<file path="src/rtl/mlp_pkg.sv">
// Shared definitions for the MLP classifier front end: frame geometry,
// quantized feature / packed vector types and the packer FSM states.
package mlp_pkg;

  localparam int N_FEAT = 6;
  localparam int ACT_W  = 4;

  typedef logic [ACT_W-1:0]        feat_q_t;
  typedef logic [N_FEAT*ACT_W-1:0] mlp_vec_t;

  typedef enum logic {
    COLLECT,
    DROP
  } state_t;

endpackage

</file>
<file path="src/rtl/mlp_feat_quant.sv">
// Combinational quantizer: optional round-half-up, right shift down to ACT_W
// bits, then saturate so an overflowing round cannot wrap to zero.
module mlp_feat_quant #(
  parameter int IN_W  = 8,
  parameter int ACT_W = 4,
  parameter int ROUND = 1
) (
  input  logic [IN_W-1:0]  din,
  output logic [ACT_W-1:0] q
);

  localparam int SH   = IN_W - ACT_W;
  localparam int RND  = (ROUND != 0 && SH > 0) ? (1 << ((SH > 0) ? SH - 1 : 0)) : 0;
  localparam int MAXQ = (1 << ACT_W) - 1;

  // One extra bit keeps the rounding carry from 0xFF-style inputs visible.
  logic [IN_W:0] sum;
  logic [IN_W:0] shifted;

  assign sum     = {1'b0, din} + (IN_W+1)'(RND);
  assign shifted = sum >> SH;
  assign q       = (shifted > (IN_W+1)'(MAXQ)) ? ACT_W'(MAXQ) : shifted[ACT_W-1:0];

endmodule

</file>
<file path="src/rtl/mlp_feature_packer.sv">
// Collects N_FEAT quantized features per frame into one flat vector for the
// classifier; one pending slot behind the output register absorbs back-pressure.
module mlp_feature_packer
  import mlp_pkg::*;
#(
  parameter int IN_W  = 8,
  parameter int ROUND = 1,
  parameter int CNT_W = 16
) (
  input  logic             clk,
  input  logic             rst_n,
  input  logic             s_valid,
  output logic             s_ready,
  input  logic [IN_W-1:0]  s_data,
  input  logic             s_last,
  output logic             m_valid,
  input  logic             m_ready,
  output mlp_vec_t         m_inp,
  output logic             err_short,
  output logic             err_long,
  output logic [CNT_W-1:0] frame_cnt
);

  localparam int              IDX_W    = (N_FEAT > 1) ? $clog2(N_FEAT) : 1;
  localparam logic [IDX_W-1:0] LAST_IDX = IDX_W'(N_FEAT - 1);

  state_t           state, state_nxt;
  logic [IDX_W-1:0] idx, idx_nxt;
  mlp_vec_t         asm_reg, frame_vec, pend_reg, out_reg;
  logic             pend_full;
  logic             beat, handoff, frame_done, short_nxt, long_nxt;
  feat_q_t          q;

  mlp_feat_quant #(
    .IN_W (IN_W),
    .ACT_W(ACT_W),
    .ROUND(ROUND)
  ) u_quant (
    .din(s_data),
    .q  (q)
  );

  assign s_ready = rst_n & ~pend_full;
  assign beat    = s_valid & s_ready;
  assign handoff = m_valid & m_ready;
  assign m_inp   = out_reg;

  // frame_vec is the assembly register with the current beat merged in, so a
  // completing beat can be handed off without first landing in asm_reg.
  always_comb begin
    state_nxt  = state;
    idx_nxt    = idx;
    frame_done = 1'b0;
    short_nxt  = 1'b0;
    long_nxt   = 1'b0;
    frame_vec  = asm_reg;
    frame_vec[int'(idx)*ACT_W +: ACT_W] = q;
    if (beat) begin
      case (state)
        COLLECT: begin
          if (idx == LAST_IDX) begin
            idx_nxt = '0;
            if (s_last) begin
              frame_done = 1'b1;
            end else begin
              long_nxt  = 1'b1;
              state_nxt = DROP;
            end
          end else if (s_last) begin
            short_nxt = 1'b1;
            idx_nxt   = '0;
          end else begin
            idx_nxt = idx + 1'b1;
          end
        end
        DROP: begin
          if (s_last) begin
            state_nxt = COLLECT;
            idx_nxt   = '0;
          end
        end
        default: state_nxt = COLLECT;
      endcase
    end
  end

  always_ff @(posedge clk) begin
    if (!rst_n) begin
      state     <= COLLECT;
      idx       <= '0;
      err_short <= 1'b0;
      err_long  <= 1'b0;
    end else begin
      state     <= state_nxt;
      idx       <= idx_nxt;
      err_short <= short_nxt;
      err_long  <= long_nxt;
    end
  end

  // A completing frame goes straight to the output when it is free or being
  // drained this cycle; pending is never full then because s_ready is low.
  always_ff @(posedge clk) begin
    if (!rst_n) begin
      asm_reg   <= '0;
      pend_reg  <= '0;
      pend_full <= 1'b0;
      out_reg   <= '0;
      m_valid   <= 1'b0;
      frame_cnt <= '0;
    end else begin
      if (beat && state == COLLECT) asm_reg <= frame_vec;
      if (handoff) frame_cnt <= frame_cnt + CNT_W'(1);
      if (frame_done && (!m_valid || m_ready)) begin
        out_reg <= frame_vec;
        m_valid <= 1'b1;
      end else if (frame_done) begin
        pend_reg  <= frame_vec;
        pend_full <= 1'b1;
      end else if (handoff) begin
        if (pend_full) begin
          out_reg   <= pend_reg;
          pend_full <= 1'b0;
        end else begin
          m_valid <= 1'b0;
        end
      end
    end
  end

endmodule

</file>
<file path="config.mk">
export PLATFORM = sky130hd
export DESIGN_NAME = mlp_feature_packer
export DESIGN_NICKNAME = d
export VERILOG_FILES = /design/src/rtl/mlp_pkg.sv /design/src/rtl/mlp_feat_quant.sv /design/src/rtl/mlp_feature_packer.sv
export SDC_FILE = /design/constraint.sdc
export NUM_CORES = 1
export LEC_CHECK = 0
export ABC_AREA = 1
export CAP_MARGIN = 20
export CORE_MARGIN = 2
export CORE_UTILIZATION = 45
export DETAILED_ROUTE_END_ITERATION = 10
export PLACE_DENSITY = 0.67
export SYNTH_ARGS = -nofsm -noshare
export SYNTH_HDL_FRONTEND = slang
export SYNTH_SLANG_ARGS = --single-unit
</file>
<file path="constraint.sdc">
create_clock -name clk -period 3.88 [get_ports clk]
set_input_delay 1.164 -clock clk [delete_from_list [all_inputs] [get_ports clk]]
set_output_delay 1.164 -clock clk [all_outputs]
set_load 0.05 [all_outputs]
</file>
==> metrics.txt, run 1 <==
CTS-repair resized insts 0; placed instance area roughly 0.005 sq mm; final wirelength 10.5 mm; Final Cell Area around 0.0053 sq mm; slew margin rel. 0.647; Multi-input gate area 0.00208 sq mm; Synth Area in Adders 0.0196; hpwl dp 7.38 mm; CTS Root Cell clkbuf_8; layout cell share with drive strength beyond 1 0.0868; nets 695; Synth Area in Simple Gates 0.242; fin. max-slew vios 0; top_reg_cell synth dfxtp_1; count of buffers from port buffering between 50 and 60; Max Clock Freq 301 MHz; Max-Cap Viols 0; Final min period roughly 3300 ps; total grt overflow 0; Final Worst Setup Slack ~550 ps; CTS tree done; Critical Path RT approximately 2700 ps; Post-Place Cells 797; DRC 0; CP Launch Type input pin; Worst Skew about 12 ps; asr flop ratio synth 0; Power Dens Cells 358 mW/mm^2; post-synthesis net count roughly 650; Sequential Area 0.00192 sq mm; number of nets with antenna violations after routing 0; Lkg Pwr roughly 0.0022 uW; synth-to-layout area growth 18.7%; CTS Hold Bufs 0; Post-Synth XOR/XNOR Area 0.00784; core area roughly 0.0097 sq mm; Seq cells post-synth 96; starting density of the core 0.461; Compound-Gate Fraction of Synth Area 0.196; setup TNS 0 ps; Iteration-0 DRC Markers roughly 170; vias per cell between 5 and 6; WL/cell between 10 and 15 um; met2 Track Usage GR 0.343; area of the mapped netlist between 0.004 and 0.005 sq mm; post-synthesis sequential area ratio 0.430; final core utilization 0.548; worst slew pin tran ~530 ps; chip height 104 um; Placer Congestion approximately 0.82; grt peak-use layer met2; Cell variety after synth 34; clk_lat worst skew 370 ps; full die area about 0.011 sq mm; Synth Instances ~630; Critical Path End Type output pin; Ys Warns 0; status completed; die span in x between 100 and 150 um; vias post-DR roughly 4100; ANT cells 0; Post-CTS Setup Inserts 0; global-route wire length before repair around 18 mm; # IOs between 50 and 60; GR Util met1 0.237; Crit Path Max Fanout 4; # setup viols final 0; antenna violations before repair 0; RSZ-0062 raised after global routing no; crit path DAT roughly 2200 ps; critical path type input pin to output pin; largest family of logic cells by synthesized area simple AND/OR/NAND/NOR gates; fillers ~940; min-delay worst type register to register; Post-synth EDFFs 0; GRT Overall Usage 0.196; Clock Tree Buf Depth 2; vias in the first global route 3822; Rows 36; clk sink count 96; average size of a mapped cell around 7.1 sq um; clock transition at the registers of the reported paths roughly 90 ps; Final Hold Fails 0; largest net degree at the start of global routing 45; cts bufs inserted 9; H-tree depth 3; Initial DRT Pass Iterations 4; pre-CTS setup slack roughly 550 ps; fin crit share 0.857; post-synthesis mux area share 0; GR Util met3 0.0422; Cell Count, Final, Fillers Out between 800 and 900; worst-case vdd ir drop approximately 0.25 mV
==> kinds of logic after synthesis <==
| family | count (synthesis) |
|---|---|
| xor gates and xnor gates | 4 |
| buffers and inverters | 111 |
| and+or+nand+nor | 243 |
| DFF | 96 |
| adders and majority gates | 7 |
| AOI/OAI and AO/OA | 170 |
==> worst max-delay path, stage by stage <==
cell and delay [ps]:
clkdlybuf4s50_1 600, inv_2 60, nor2_1 170, buf_12 160
==> per-layer routing <==
metal,vias to the layer above,share of wire
met4,0,0.021
met3,18,0.037
met1,1896,0.44
li1,2127,-
met5,-,0
met2,78,0.50
==> metrics by stage <==
stage	power, uW	hold WS, ps
after CTS	1920	474
after global placement	1190	451
after global routing	1980	513
after floorplan	1150	464
after detailed placement	1200	458
final	1900	471
==> placed cells by master, fill, tap and decap left out, drive strengths merged, types with 3 or more instances in the layout <==
cell type      instances
a21oi                 76
buf                    9
clkbuf                10
clkdlybuf4s50         52
clkinvlp               3
dfxtp                 96
ha                     7
inv                   83
nand2                126
nand3                 16
nand4                  9
nor2                  68
nor3                   9
o21ai                 82
o22ai                  6
or2                   12
==> cell usage after synthesis (4+ instances only) <==
cell,n,share of area
nand2_1,123,0.10
dfxtp_1,96,0.43
a21oi_1,76,0.085
inv_1,75,0.063
o21ai_0,66,0.074
nor2_1,62,0.052
o21ai_1,15,0.017
nand3_1,14,0.016
clkbuf_1,13,0.011
or2_2,12,0.017
nand4_1,9,0.013
buf_2,8,0.0090
ha_1,7,0.020
inv_2,7,0.0059
nor3_1,7,0.0078
o22ai_1,6,0.0084
buf_4,4,0.0067
==> area by class of cell <==
class / instances / share of cell area
inverters: 83 / 0.0590
clock buffers: 10 / 0.0241
well taps: 133 / 0.0314
clock inverters: 6 / 0.0172
repair buffers: 61 / 0.113
multi-input cells: 424 / 0.393
flip-flops and latches: 96 / 0.362
==> power breakdown <==
group,switching [uW],internal [uW]
Combinational,105,55.3
Sequential,11.0,1000
Clock,361,366
==> path summary, 6_finish.rpt <==
path / endpoint / slack, ps / cells past startpoint / start
max: s_ready / 550 / 4 / rst_n
min: m_inp[5] / 470 / 2 / m_inp[5]
max reg2reg: m_inp[17] / 1400 / 11 / idx[0]
min reg2reg: m_inp[5] / 470 / 2 / m_inp[5]
No activity file was read; power rests on OpenSTA's default activity.
==> inputs of run 2 (changes only) <==
Settings changed: CELL_PAD_IN_SITES_DETAIL_PLACEMENT set to 1, CELL_PAD_IN_SITES_GLOBAL_PLACEMENT set to 1, CORE_UTILIZATION 45 to 43, GPL_TIMING_DRIVEN set to 0, PLACE_DENSITY 0.67 to unset, PLACE_DENSITY_LB_ADDON set to 0.1.
==> run 2 against run 1 <==
Net effect:
- critical path depth unchanged
- die area increased by 4.5%
- first-iteration DRC count decreased by 5.8%
- combinational power increased by 9%
- register-to-register slack about the same
- worst setup slack got worse by 310 ps
- global-route usage increased by 5.6 points
- sequential cell count unchanged
- highest routed layer unchanged
==> metrics.txt, run 2 (same netlist as run 1, synthesis figures left out) <==
cts bufs inserted 9 (unchanged); Rows 37 (+2.8%); Final min period 3640 ps (+308 ps); worst slew pin tran 766 ps (+238 ps); antenna violations before repair 0 (unchanged); Post-Place Cells 819 (+2.8%); Max-Cap Viols 0 (unchanged); Cell Count, Final, Fillers Out 834 (+2.6%); most frequent cells in the layout nand2_1 (123), dfxtp_1 (96), a21oi_1 (76); chip height 106 um (+2.2%); total grt overflow 0 (unchanged); setup TNS 0 ps (unchanged); Max Clock Freq 275 MHz (-8.5%); hpwl dp 10.3 mm (+40%); Lkg Pwr 0.00225 uW (+1.6%); vias in the first global route 4417 (+16%); number of nets with antenna violations after routing 0 (unchanged); clock transition at the registers of the reported paths 100 ps (about the same); synth-to-layout area growth 19.7%; worst-case vdd ir drop 0.192 mV (-23%); commonest non-fill, non-tap cell in the layout nand2_1; Critical Path End Type output pin; GR Util met1 0.313 (+0.0763); vias post-DR 4380 (+6.3%); DRC 0 (unchanged); Worst Skew 11.0 ps (-0.699 ps); CTS Root Cell clkbuf_8; clk_lat worst skew 370 ps (about the same); layout cell share with drive strength beyond 1 0.0917 (+0.00493); status completed; Critical Path RT 2720 ps (about the same); Iteration-0 DRC Markers 162 (-5.8%); RSZ-0062 raised after global routing no; clk sink count 96 (unchanged); Crit Path Max Fanout 18 (+14); starting density of the core 0.439 (-0.0227); CP Launch Type input pin; fin. max-slew vios 0 (unchanged); crit path DAT 2470 ps (+310 ps); min-delay worst type register to register; vias per cell 5.25 (+3.7%); GR Util met3 0.0331 (-0.00906); Final Hold Fails 0 (unchanged); count of buffers from port buffering 52 (-1.9%); Final Power 1860 uW (-2.4%); CTS Hold Bufs 0 (unchanged); met2 Track Usage GR 0.460 (+0.117); Final Worst Setup Slack 245 ps (-308 ps); ANT cells 0 (unchanged); Post-CTS Setup Inserts 0 (unchanged); final wirelength 13.4 mm (+28%); fin crit share 0.937 (+0.0795); CTS tree done; H-tree depth 3 (unchanged); # IOs 57 (unchanged); core area 0.0102 sq mm (+5.2%); pre-CTS setup slack -224 ps (-778 ps); GRT Overall Usage 0.252 (+0.0560); Clock Tree Buf Depth 2 (unchanged); Placer Congestion 0.834 (+2.3%); placed instance area 0.00516 sq mm (+1.5%); Initial DRT Pass Iterations 4 (unchanged); full die area 0.0112 sq mm (+4.5%); grt peak-use layer met2; largest net degree at the start of global routing 19 (-58%); die span in x 106 um (+2.2%); nets 713 (+2.6%); Power Dens Cells 347 mW/mm^2 (-3.2%); global-route wire length before repair 22.3 mm (+27%); slew margin rel. 0.489 (-0.158); WL/cell 16.1 um (+25%); fillers 1321 (+41%); # setup viols final 0 (unchanged); critical path type input pin to output pin; Final Cell Area 0.00535 sq mm (+0.87%); CTS-repair resized insts 0 (unchanged)
==> run 2: cell types whose count changed in the layout (fill, tap and decap cells not counted), sizes merged <==
cell,delta
buf,+6
clkinvlp,-1
bufinv,-1
clkbuf,+12
clkinv,+2
==> run 2: per-layer routing <==
metal | vias to the layer above | part of all wire
met3 | 13 | 0.054
met5 | - | 0
met1 | 2115 | 0.43
met4 | 0 | 0.012
met2 | 85 | 0.50
li1 | 2167 | -
==> run 2: cell type report <==
cell class,count,area [sq um],area share
plain buffers,27,149,0.0278
clock buffers,10,128,0.0239
clock inverters,6,67.6,0.0126
inverters,83,313,0.0585
multi-input cells,424,2080,0.389
flip-flops and latches,96,1920,0.359
well taps,136,170,0.0318
repair buffers,52,520,0.0973
==> run 2: stage by stage <==
step	utilization	hold WS (ps)
after global placement	0.506	457
after floorplan	-	464
final	0.525	472
after detailed placement	0.506	461
after global routing	0.525	497
after CTS	0.525	475
==> run 2: final timing paths <==
kind | cells after the start | to | startpoint | slack (ps)
setup / recovery | 4 | s_ready | rst_n | 240
hold reg to reg | 2 | m_inp[18] | m_inp[18] | 470
setup reg to reg | 12 | m_inp[16] | idx[0] | 1400
hold / removal | 2 | m_inp[18] | m_inp[18] | 470
==> run 2: where the power goes <==
group / switching (uW) / internal [uW]
Combinational: 119 / 54.8
Clock: 369 / 301
Sequential: 8.85 / 1000
==> run 2: worst max-delay path, stage by stage <==
cell and delay [ps]:
buf_4 140, inv_2 180, nor2_1 160, clkdlybuf4s50_1 820
==> inputs of run 3 (changes only) <==
Settings changed: CORE_UTILIZATION 43 to 30, CTS_CLUSTER_DIAMETER set to 200, SLEW_MARGIN set to 10.
==> run 3 against run 2 <==
Net effect:
- sequential cell count did not move
- first-iteration DRC count rose by 48%
- critical path depth did not move
- die area rose by 42%
- clock skew fell by 1.6 ps
- global-route usage fell by 6.5 points
- highest routed layer unchanged
- wire length rose by 6.1%
- critical path type unchanged
- largest cell class unchanged
- sequential power barely moved
- critical endpoint unchanged
- clock-buffer cell count rose by 2
- cell count rose by 5.8%
==> metrics.txt, run 3 (same netlist as run 1, synthesis figures left out) <==
fin crit share 0.936 (-0.00125); Reg-to-Reg Start idx[0]; # setup viols final 0 (unchanged); total grt overflow 0 (unchanged); CTS tree done; final core utilization 0.378 (-0.148); vias per cell 4.92 (-6.3%); Worst Skew 9.41 ps (-1.58 ps); Max-Cap Viols 0 (unchanged); DRC 0 (unchanged); pre-CTS setup slack -263 ps (-38.2 ps); critical path type input pin to output pin; vias post-DR 4342 (-0.87%); slew margin rel. 0.482 (-0.00742); Max Clock Freq 275 MHz (+0.13%); hold path start m_inp[15]; Crit. Startpoint rst_n; # IOs 57 (unchanged); largest net degree at the start of global routing 19 (unchanged); Final Worst Setup Slack 249 ps (+4.85 ps); starting density of the core 0.307 (-0.131); layout cell share with drive strength beyond 1 0.0903 (-0.00143); cts bufs inserted 9 (unchanged); met2 Track Usage GR 0.322 (-0.138); crit path DAT 2470 ps (about the same); count of buffers from port buffering 52 (unchanged); core area 0.0145 sq mm (+43%); full die area 0.0159 sq mm (+42%); chip height 126 um (+19%); Post-Place Cells 867 (+5.9%); clock transition at the registers of the reported paths 70 ps (-30 ps); status completed; clk sink count 96 (unchanged); WL/cell 16.2 um (+0.34%); CTS-repair resized insts 0 (unchanged); GR Util met1 0.240 (-0.0734); Critical Path RT 2720 ps (about the same); global-route wire length before repair 23.4 mm (+5.1%); Worst R2R Setup Slack 1390 ps (about the same); nets 713 (unchanged); worst-case vdd ir drop 0.218 mV (+14%); most frequent cells in the layout nand2_1 (123), dfxtp_1 (96), a21oi_1 (76); Rows 44 (+19%); RSZ-0062 raised after global routing no; Power Dens Cells 372 mW/mm^2 (+7.4%); CP Launch Type input pin; Clock Tree Buf Depth 2 (unchanged); GR Util met3 0.0446 (+0.0115); H-tree depth 3 (unchanged); Final Hold Fails 0 (unchanged); Lkg Pwr 0.00228 uW (+1.6%); Final min period 3630 ps (-4.85 ps); worst slew pin tran 777 ps (+11.1 ps); CTS Root Cell clkbuf_16; synth-to-layout area growth 22.9%; antenna violations before repair 0 (unchanged); final wirelength 14.3 mm (+6.1%); hpwl dp 10.8 mm (+4.4%); GRT Overall Usage 0.187 (-0.0650); vias in the first global route 4527 (+2.5%); grt peak-use layer met2; die span in x 126 um (+19%); Crit Path Max Fanout 18 (unchanged); Critical Path End Type output pin; fin. max-slew vios 0 (unchanged); Initial DRT Pass Iterations 4 (unchanged); commonest non-fill, non-tap cell in the layout nand2_1; Iteration-0 DRC Markers 240 (+48%); fillers 1824 (+38%); clk_lat worst skew 350 ps (-20 ps); number of nets with antenna violations after routing 0 (unchanged); min-delay worst type register to register; ANT cells 0 (unchanged); Placer Congestion 0.843 (+1.0%); Cell Count, Final, Fillers Out 882 (+5.8%)
==> run 3: changes by cell type in the layout (fill, tap and decap cells not counted), sizes merged <==
cell    delta
clkbuf     +2
clkinv     -1
bufinv     -1
==> run 3: final cells by class <==
class / count / area (sq um) / share of cell area
Sequential cell: 96 / 1920 / 0.350
Tap cell: 184 / 230 / 0.0419
Timing Repair Buffer: 52 / 520 / 0.0948
Inverter: 83 / 313 / 0.0570
Clock inverter: 4 / 28.8 / 0.00524
Clock buffer: 12 / 246 / 0.0449
Multi-Input combinational cell: 424 / 2080 / 0.379
Buffer: 27 / 149 / 0.0271
==> run 3: power breakdown <==
part	internal, uW	switching [uW]	total (uW)
registers	1000	8.80	1010
clock network	455	402	856
logic	54.8	122	177
==> run 3: stage by stage <==
step / instance area [sq um] / setup TNS, ps / hold WS [ps] / total power [uW]
after floorplan: 4470 / 0 / 464 / 1150
after global placement: 5220 / -264 / 459 / 1210
after detailed placement: 5220 / -263 / 463 / 1210
after CTS: 5490 / 0 / 477 / 2080
after global routing: 5490 / 0 / 507 / 2140
final: 5490 / 0 / 471 / 2040
==> run 3: metal layers <==
layer | part of all wire | routed length (um)
met5 | 0 | 0
met4 | 0.0074 | 106
met3 | 0.032 | 462
met2 | 0.49 | 6960
met1 | 0.47 | 6740
==> run 3: worst max-delay path, cell delays in order <==
cell and delay (ps):
buf_4 150, inv_2 170, nor2_1 160, clkdlybuf4s50_1 820
==> run 3: what timing repair did <==
item,in CTS,in global routing
hold buffers,0,0
endpoints found under the hold margin,0,0
endpoints found under the setup margin,1,0
setup buffers,0,0
==> run 3: path summary, 6_finish.rpt <==
kind / end / cells past startpoint
worst max-delay path: s_ready / 4
worst min-delay path: m_inp[15] / 2
worst max register to register: m_inp[19] / 12
worst min register to register: m_inp[15] / 2
